$ cat config.mk
export PLATFORM = sky130hd
export DESIGN_NAME = stopwatch_ctrl
export DESIGN_NICKNAME = d
export VERILOG_FILES = /design/src/rtl/stopwatch_ctrl_pkg.sv /design/src/rtl/stopwatch_ctrl_bcd_digit.sv /design/src/rtl/stopwatch_ctrl.sv
export SDC_FILE = /design/constraint.sdc
export NUM_CORES = 1
export LEC_CHECK = 0
export CORE_MARGIN = 3
export CORE_UTILIZATION = 35
export CTS_CLUSTER_SIZE = 16
export DETAILED_ROUTE_END_ITERATION = 12
export SETUP_SLACK_MARGIN = 0.5
export SYNTH_ARGS = -nofsm -noshare
export SYNTH_HDL_FRONTEND = slang
export SYNTH_SLANG_ARGS = --single-unit
$ cat constraint.sdc
create_clock -name clk -period 2.8 [get_ports clk]
set_clock_uncertainty 0.1 [all_clocks]
set_input_delay 0.56 -clock clk [delete_from_list [all_inputs] [get_ports clk]]
set_output_delay 0.56 -clock clk [all_outputs]
set_load 0.05 [all_outputs]
$ cat src/rtl/stopwatch_ctrl_pkg.sv
// Shared types and constants for the stopwatch controller.
// FSM encoding and BCD digit limits.
package stopwatch_ctrl_pkg;

    typedef enum logic [1:0] {
        IDLE  = 2'd0,
        RUN   = 2'd1,
        PAUSE = 2'd2
    } state_t;

    localparam int         DIGIT_W = 4;
    localparam logic [3:0] BCD_MAX = 4'd9;

endpackage

$ cat src/rtl/stopwatch_ctrl_bcd_digit.sv
// One BCD decade digit with sync clear and ripple carry.
// Out-of-range codes fall back to 0 on the next increment.
module bcd_digit
    import stopwatch_ctrl_pkg::*;
(
    input  logic               clk,
    input  logic               rst_n,
    input  logic               clr,
    input  logic               inc,
    output logic [DIGIT_W-1:0] q,
    output logic               carry_out
);

    // Carry ripples combinationally into the next digit.
    assign carry_out = inc & (q == BCD_MAX);

    // Digit register: clear wins over increment.
    always_ff @(posedge clk or negedge rst_n) begin
        if (!rst_n) begin
            q <= '0;
        end else if (clr) begin
            q <= '0;
        end else if (inc) begin
            if (q >= BCD_MAX) begin
                q <= '0;
            end else begin
                q <= q + 4'd1;
            end
        end
    end

endmodule

$ cat src/rtl/stopwatch_ctrl.sv
// Start/stop/clear stopwatch with lap capture.
// Owns the FSM, prescaler, overflow flag and lap register.
module stopwatch_ctrl
    import stopwatch_ctrl_pkg::*;
#(
    parameter int DIGITS   = 4,
    parameter int PRESCALE = 10
) (
    input  logic                      clk,
    input  logic                      rst_n,
    input  logic                      start,
    input  logic                      stop,
    input  logic                      clear,
    input  logic                      lap,
    output logic [DIGIT_W*DIGITS-1:0] cnt,
    output logic                      running,
    output logic                      overflow,
    output logic [DIGIT_W*DIGITS-1:0] lap_cnt,
    output logic                      lap_valid
);

    localparam int PW = (PRESCALE > 1) ? $clog2(PRESCALE) : 1;
    localparam logic [PW-1:0] P_TOP = PW'(PRESCALE - 1);

    state_t        state;
    logic [PW-1:0] presc;
    logic          at_top;
    logic          tick_go;
    logic [DIGITS:0] carry;

    // Tick only when a running cycle is not overridden by stop/clear.
    assign at_top   = (presc == P_TOP);
    assign tick_go  = (state == RUN) & at_top & ~stop & ~clear;
    assign carry[0] = tick_go;

    // Digit chain: each digit increments on the carry of the one below.
    for (genvar g = 0; g < DIGITS; g++) begin : g_dig
        bcd_digit u_dig (
            .clk       (clk),
            .rst_n     (rst_n),
            .clr       (clear),
            .inc       (carry[g]),
            .q         (cnt[g*DIGIT_W +: DIGIT_W]),
            .carry_out (carry[g+1])
        );
    end

    // FSM with prescaler, overflow and lap capture; clear > stop > start.
    always_ff @(posedge clk or negedge rst_n) begin
        if (!rst_n) begin
            state     <= IDLE;
            running   <= 1'b0;
            presc     <= '0;
            overflow  <= 1'b0;
            lap_cnt   <= '0;
            lap_valid <= 1'b0;
        end else begin
            if (lap && (state != IDLE)) begin
                lap_cnt   <= cnt;
                lap_valid <= 1'b1;
            end else begin
                lap_valid <= 1'b0;
            end

            if (clear) begin
                state    <= IDLE;
                running  <= 1'b0;
                presc    <= '0;
                overflow <= 1'b0;
            end else if (stop) begin
                if (state == RUN) begin
                    state   <= PAUSE;
                    running <= 1'b0;
                end
            end else if (start && (state != RUN)) begin
                state   <= RUN;
                running <= 1'b1;
                if (state == IDLE) begin
                    presc <= '0;
                end
            end else if (state == RUN) begin
                presc <= at_top ? '0 : presc + 1'b1;
                if (carry[DIGITS]) begin
                    overflow <= 1'b1;
                end
            end
        end
    end

endmodule
==> flow_metrics.py, run 1 <==
metrics = {
    "pwr": {
        "peakVddDrop_mv": 0.156,
        "share_seq_of_total_power_pct": 56.6,
        "p_int_uw": 802,
        "p_leak_nw": 1.28,
        "p_sw_uw": 230,
        "clkPwrFrac_pct": 37.8,
        "power.density_nw_per_um2": 379,
        "p_sw_share_pct": 22.3,
        "power.total_mw": 1.03,
        "pwr-share-comb_pct": 5.7,
    },
    "global_route": {
        "grt_overflow_total": 0,
        "grt_usage_pct": 14.3,
        "grt_pass1_wl_um": 7370,
        "grt_pass1_vias": 1582,
        "antenna_found_initial": 0,
        "grt_max_degree": 33,
    },
    "hold_path": {
        "hold_path_class": "primary input to asynchronous set/reset pin",
    },
    "routing": {
        "met3_wirelength_um": 170,
        "wl_met2_um": 1960,
        "drt_pass1_iterations": 4,
        "vias": 1564,
        "ant_nets": 0,
        "wl_met1_um": 1950,
        "drtIter0Drc": 120,
        "drt-vias-per-instance": 5.01,
        "drt_wl_total_um": 4130,
        "dr.max_layer_used": "met4",
        "avgRoutedWirePerCell_um": 13.2,
        "drc": 0,
    },
    "synthesis": {
        "yosys_register_bits": 40,
        "syn_area_per_cell_um2": 10.9,
        "ys_seq_area_share_pct": 49.5,
        "ys.warnings.count": 0,
        "synth_nets": 206,
        "netlist_top_cells_area": "dfrtp_1, ha_1, mux2_2",
        "synth_area_um2": 2020,
        "yosysTopAreaCellShare_pct": 49.5,
        "yosysTopAreaCell": "dfrtp_1",
        "synth_flop_cell": "dfrtp_1",
        "synth-edff-count": 0,
        "synthArstFlopShare_pct": 100,
        "synthCells": 186,
        "synth_most_common_cell": "dfrtp_1",
        "synthTopCellsByCount": "dfrtp_1, nand2_1, o21ai_0",
        "synth_cell_types": 41,
    },
    "setup_path": {
        "crit_path_start": "clear",
        "setup.worst_path.start_class": "primary input",
        "reg2reg_from": "g_dig[3].u_dig.q[0]",
        "arrival_ns": 2.36,
        "r2r_slack_ns": 0.62,
        "endpoint": "g_dig[2].u_dig.q[0]",
        "critPathKind": "primary input to flip-flop",
        "cp-end-kind": "flip-flop",
        "r2r-end": "g_dig[3].u_dig.q[3]",
        "r2r_cells": 5,
        "worstPathRequired_ns": 2.92,
        "critical_path.max_fanout": 3,
    },
    "clock_tree": {
        "h-tree-depth": 2,
        "tritoncts": "built",
        "clk_path_buf_depth": 2,
        "cts.reportedPaths.clkPinSlew_ns": 0.07,
        "cts_buffers": 5,
        "cts_root_buf": "clkbuf_8",
        "clock_latency_ns": 0.29,
        "cts_hold_buf": 0,
        "clock_sinks": 40,
    },
    "floorplanning": {
        "row_count": 27,
        "ios": 41,
        "start_util_pct": 36.5,
        "fp.coreArea_um2": 5540,
        "die_area_um2": 6720,
        "die_height_um": 82.0,
        "dieWidth_um": 82.0,
    },
    "run": {
        "drv_cap": 0,
    },
    "place": {
        "dp.cells": 300,
        "gp_congestion": 0.715,
        "numPortBuffers": 40,
        "hpwl_um": 2980,
        "dp_slack_ns": 0.0751,
        "dpl_cell_area_um2": 2550,
    },
    "timing": {
        "worst_slack_ns": 0.557,
        "period_needed_ns": 2.24,
        "hold-worst-slack_ns": 0.236,
        "period_share_pct": 80.1,
        "final-hold-violation-count": 0,
        "worstMarginPinSlew_ns": 0.988,
        "rsz0062_at_grt": "yes",
        "slew-limit-headroom_pct": 34.1,
        "setup_viol": 0,
        "max_freq_mhz": 446,
        "setup-tns-final_ns": 0,
        "drv_slew": 0,
    },
    "cells_and_area": {
        "area_growth_pct": 34.7,
        "stdcell_area_um2": 2720,
        "fin_nets": 259,
        "drive_above_1_share_pct": 20.8,
        "antenna_cells": 0,
        "final_cells": 312,
        "postLayoutCoreUtil_pct": 49.1,
        "fill_cells": 540,
    },
    "status": {
        "status": "completed",
    },
}
metal layers:
metal | track usage [%] | vias up
met5 | 0 | -
met4 | 3.49 | 0
met3 | 4.28 | 5
met2 | 24.1 | 33
met1 | 18.0 | 758
li1 | - | 768
worst max-delay path, cell delays in order:
cell             delay (ns)
clkdlybuf4s50_1        0.44
nand4bb_2              0.33
or3_4                  0.38
or4_4                  0.52
a21oi_2                0.14
worst min path at each step:
stage                     slack [ns]             endpoint  startpoint
after floorplan                 0.16  g_dig[0].u_dig.q[0]       rst_n
after global placement          0.36           lap_cnt[8]  lap_cnt[8]
after detailed placement        0.37           lap_cnt[5]  lap_cnt[5]
after CTS                       0.26             presc[1]       rst_n
after global routing            0.29           lap_cnt[3]       rst_n
final                           0.24           lap_cnt[3]       rst_n
layout make-up:
class	instances	area, µm²	share of cell area, %
Sequential cell	40	1010	37.0
Multi-Input combinational cell	127	993	36.5
Timing Repair Buffer	51	488	17.9
Clock buffer	8	90.1	3.31
Tap cell	72	90.1	3.31
Inverter	14	52.6	1.93
layout by cell type, fill, tap and decap left out, types with 2 or more instances in the layout:
cell / count
nand2_1: 15
o21ai_0: 15
dlygate4sd2_1: 4
nor2_1: 6
clkbuf_8: 6
nand2b_1: 3
xnor2_1: 2
clkdlybuf4s50_1: 29
a21o_1: 2
a22o_1: 4
dfrtp_1: 34
or3b_2: 3
nor3_1: 3
dfrtp_2: 6
mux2_2: 11
nor4b_1: 2
a211oi_1: 2
nand3_1: 5
inv_1: 14
a221o_1: 2
buf_4: 11
a21oi_1: 8
nand3b_1: 7
clkbuf_1: 2
ha_1: 14
dlymetal6s2s_1: 6
state kept, by name, summed over array words and instances (netlist names):
| register | cells |
|---|---|
| g_dig.u_dig.q | 16 |
| lap_valid | 1 |
| lap_cnt | 16 |
| state | 2 |
| presc | 4 |
| overflow | 1 |
cell families after synthesis:
kind of cell,after synthesis,synth area share [%]
mux,11,6.13
fa+ha+maj,14,8.66
xor+xnor,2,0.866
simple gates,55,16.0
flops,40,49.5
compound gates,45,15.2
buf+inv,19,3.59
power groups by stage:
stage	sequential (mW)	combinational [mW]	clock [mW]
finish	0.583	0.0584	0.390
global route	0.584	0.0660	0.427
CTS	0.583	0.0602	0.406
detailed placement	0.595	0.0584	0
global placement	0.594	0.0581	0
floorplan	0.599	0.0218	0
what timing repair did:
action | in CTS | in global routing
gates resized for setup | 6 | 11
endpoints found under the setup margin | 11 | 13
setup buffers | 1 | 3
pin swaps | 2 | 2
Power figures use the tool's default switching activity.
==> inputs of run 2 (changes only) <==
- clock period: 2.8 -> 1.94 ns (I/O delays scaled with it)
==> flow_metrics.py, run 2 (same netlist as run 1, synthesis figures left out) <==
metrics = {
    "timing": {
        "max_freq_mhz": 501,
        "final-hold-violation-count": 0,
        "worst_slack_ns": -0.0554,
        "setup_viol": 3,
        "rsz0062_at_grt": "yes",
        "period_needed_ns": 2.00,
        "period_share_pct": 103,
        "slew-limit-headroom_pct": 73.4,
        "drv_slew": 0,
        "hold-worst-slack_ns": 0.383,
        "setup-tns-final_ns": -0.0809,
        "worstMarginPinSlew_ns": 0.398,
    },
    "routing": {
        "drtIter0Drc": 73,
        "vias": 1821,
        "avgRoutedWirePerCell_um": 14.9,
        "drt_pass1_iterations": 4,
        "drt_wl_total_um": 5400,
        "ant_nets": 0,
        "drt-vias-per-instance": 5.02,
        "drc": 0,
    },
    "status": {
        "status": "finished with violations",
        "violations": "setup timing",
    },
    "floorplanning": {
        "dieWidth_um": 82.0,
        "die_area_um2": 6720,
        "ios": 41,
        "die_height_um": 82.0,
        "start_util_pct": 36.5,
        "row_count": 27,
        "fp.coreArea_um2": 5540,
    },
    "place": {
        "numPortBuffers": 40,
        "hpwl_um": 3270,
        "dp.cells": 320,
        "gp_congestion": 0.753,
        "dpl_cell_area_um2": 2710,
        "dp_slack_ns": -0.494,
    },
    "cells_and_area": {
        "antenna_cells": 0,
        "area_growth_pct": 71.1,
        "mostFrequentLayoutCell": "buf_4",
        "drive_above_1_share_pct": 60.1,
        "final_cells": 363,
        "stdcell_area_um2": 3460,
        "final_cell_mix": "buf_4, dfrtp_1, buf_6",
        "reg.largest.list": "g_dig.u_dig.q: 16 flops, lap_cnt: 16 flops, presc: 4 flops",
        "fin_nets": 310,
    },
    "clock_tree": {
        "cts_root_buf": "clkbuf_8",
        "clk_path_buf_depth": 2,
        "cts_buffers": 5,
        "tritoncts": "built",
        "clock_sinks": 40,
        "cts.reportedPaths.clkPinSlew_ns": 0.08,
        "clock_latency_ns": 0.30,
        "h-tree-depth": 2,
    },
    "global_route": {
        "antenna_found_initial": 0,
        "grt_pass1_wl_um": 8480,
        "grt_usage_pct": 16.6,
        "grt_max_degree": 41,
        "grt_overflow_total": 0,
        "grt_pass1_vias": 1756,
    },
    "setup_path": {
        "cp_slowest_cell": "a2111o_1",
        "critPathKind": "flip-flop to flip-flop",
        "critical_path.max_fanout": 3,
        "cp-end-kind": "flip-flop",
        "worstPathRequired_ns": 2.08,
        "worst-path-buf-inv": 1,
        "max_stage_delay_ns": 0.45,
        "critPathTopFamily": "simple AND/OR/NAND/NOR gates",
        "crit_chain": "inv_2 -> ha_1 -> or3b_4 -> a2111o_1 -> nor4b_2 -> a221o_1",
        "setup.worst_path.start_class": "flip-flop",
        "arrival_ns": 2.14,
    },
    "pwr": {
        "p_leak_nw": 1.58,
        "peakVddDrop_mv": 0.236,
        "power.density_nw_per_um2": 450,
    },
    "run": {
        "drv_cap": 0,
    },
    "hold_path": {
        "hold_path_class": "flip-flop to flip-flop",
    },
}
-- run 2: changes by cell type in the layout (fill, tap and decap cells not counted), sizes merged, moves of 2 or more --
cell	before	now
buf	12	97
clkdlybuf4s50	29	3
dlymetal6s2s	6	0
dlygate4sd2	4	1
clkbuf	8	6
clkinv	0	2
-- run 2: final cells by class --
| class | instances | area, µm² |
|---|---|---|
| fill | 469 | 2080 |
| multi-input combinational | 127 | 1220 |
| sequential | 40 | 1020 |
| timing repair buffer | 102 | 983 |
| tap | 72 | 90.1 |
| clock buffer | 6 | 82.6 |
| inverter | 14 | 55.1 |
| clock inverter | 2 | 10.0 |
-- run 2: worst paths after layout --
kind                       slack [ns]  cells past startpoint                   to                 from
setup / recovery                -0.06                      6  g_dig[3].u_dig.q[2]  g_dig[3].u_dig.q[1]
hold / removal                   0.38                      2           lap_cnt[5]           lap_cnt[5]
setup reg to reg                -0.06                      6  g_dig[3].u_dig.q[2]  g_dig[3].u_dig.q[1]
hold reg to reg                  0.38                      2           lap_cnt[5]           lap_cnt[5]
max in group asynchronous        1.02                      3  g_dig[1].u_dig.q[0]                rst_n
min in group asynchronous        0.48                      3          lap_cnt[15]                rst_n
-- run 2: stage by stage --
step | total power [mW] | util [%]
after global routing | 1.63 | 62.4
after detailed placement | 0.955 | 48.8
after CTS | 1.56 | 57.5
after global placement | 0.955 | 48.8
final | 1.56 | 62.4
after floorplan | 0.898 | -
-- run 2: what timing repair did --
item	in CTS	in global routing
hold buffers	1	0
pin swaps	11	13
setup endpoints to repair	44	46
cloned	1	0
hold endpoints to repair	40	0
buffers inserted	17	16
gates resized for setup	76	43
-- run 2: power by group --
group	switching [mW]	internal, mW
clock	0.308	0.284
sequential	0.00196	0.837
combinational	0.0726	0.0548
-- run 2: worst min-delay path, cell delays in order, from the launching register on --
cell and delay [ns]:
dfrtp_1 0.35, nand2_1 0.05, o21ai_0 0.05
-- run 2: per-layer routing --
layer | vias to the layer above | routed length, µm | global-route usage (%)
met5 | - | 0 | 0
met4 | 0 | 70 | 5.81
met3 | 6 | 206 | 3.62
met2 | 35 | 2660 | 27.0
met1 | 905 | 2460 | 21.7
li1 | 875 | - | -
==> inputs of run 3 (changes only) <==
- SLEW_MARGIN: default -> 15
==> results of run 3 <==
Final layout, timing and power as in run 2 (identical DEF).
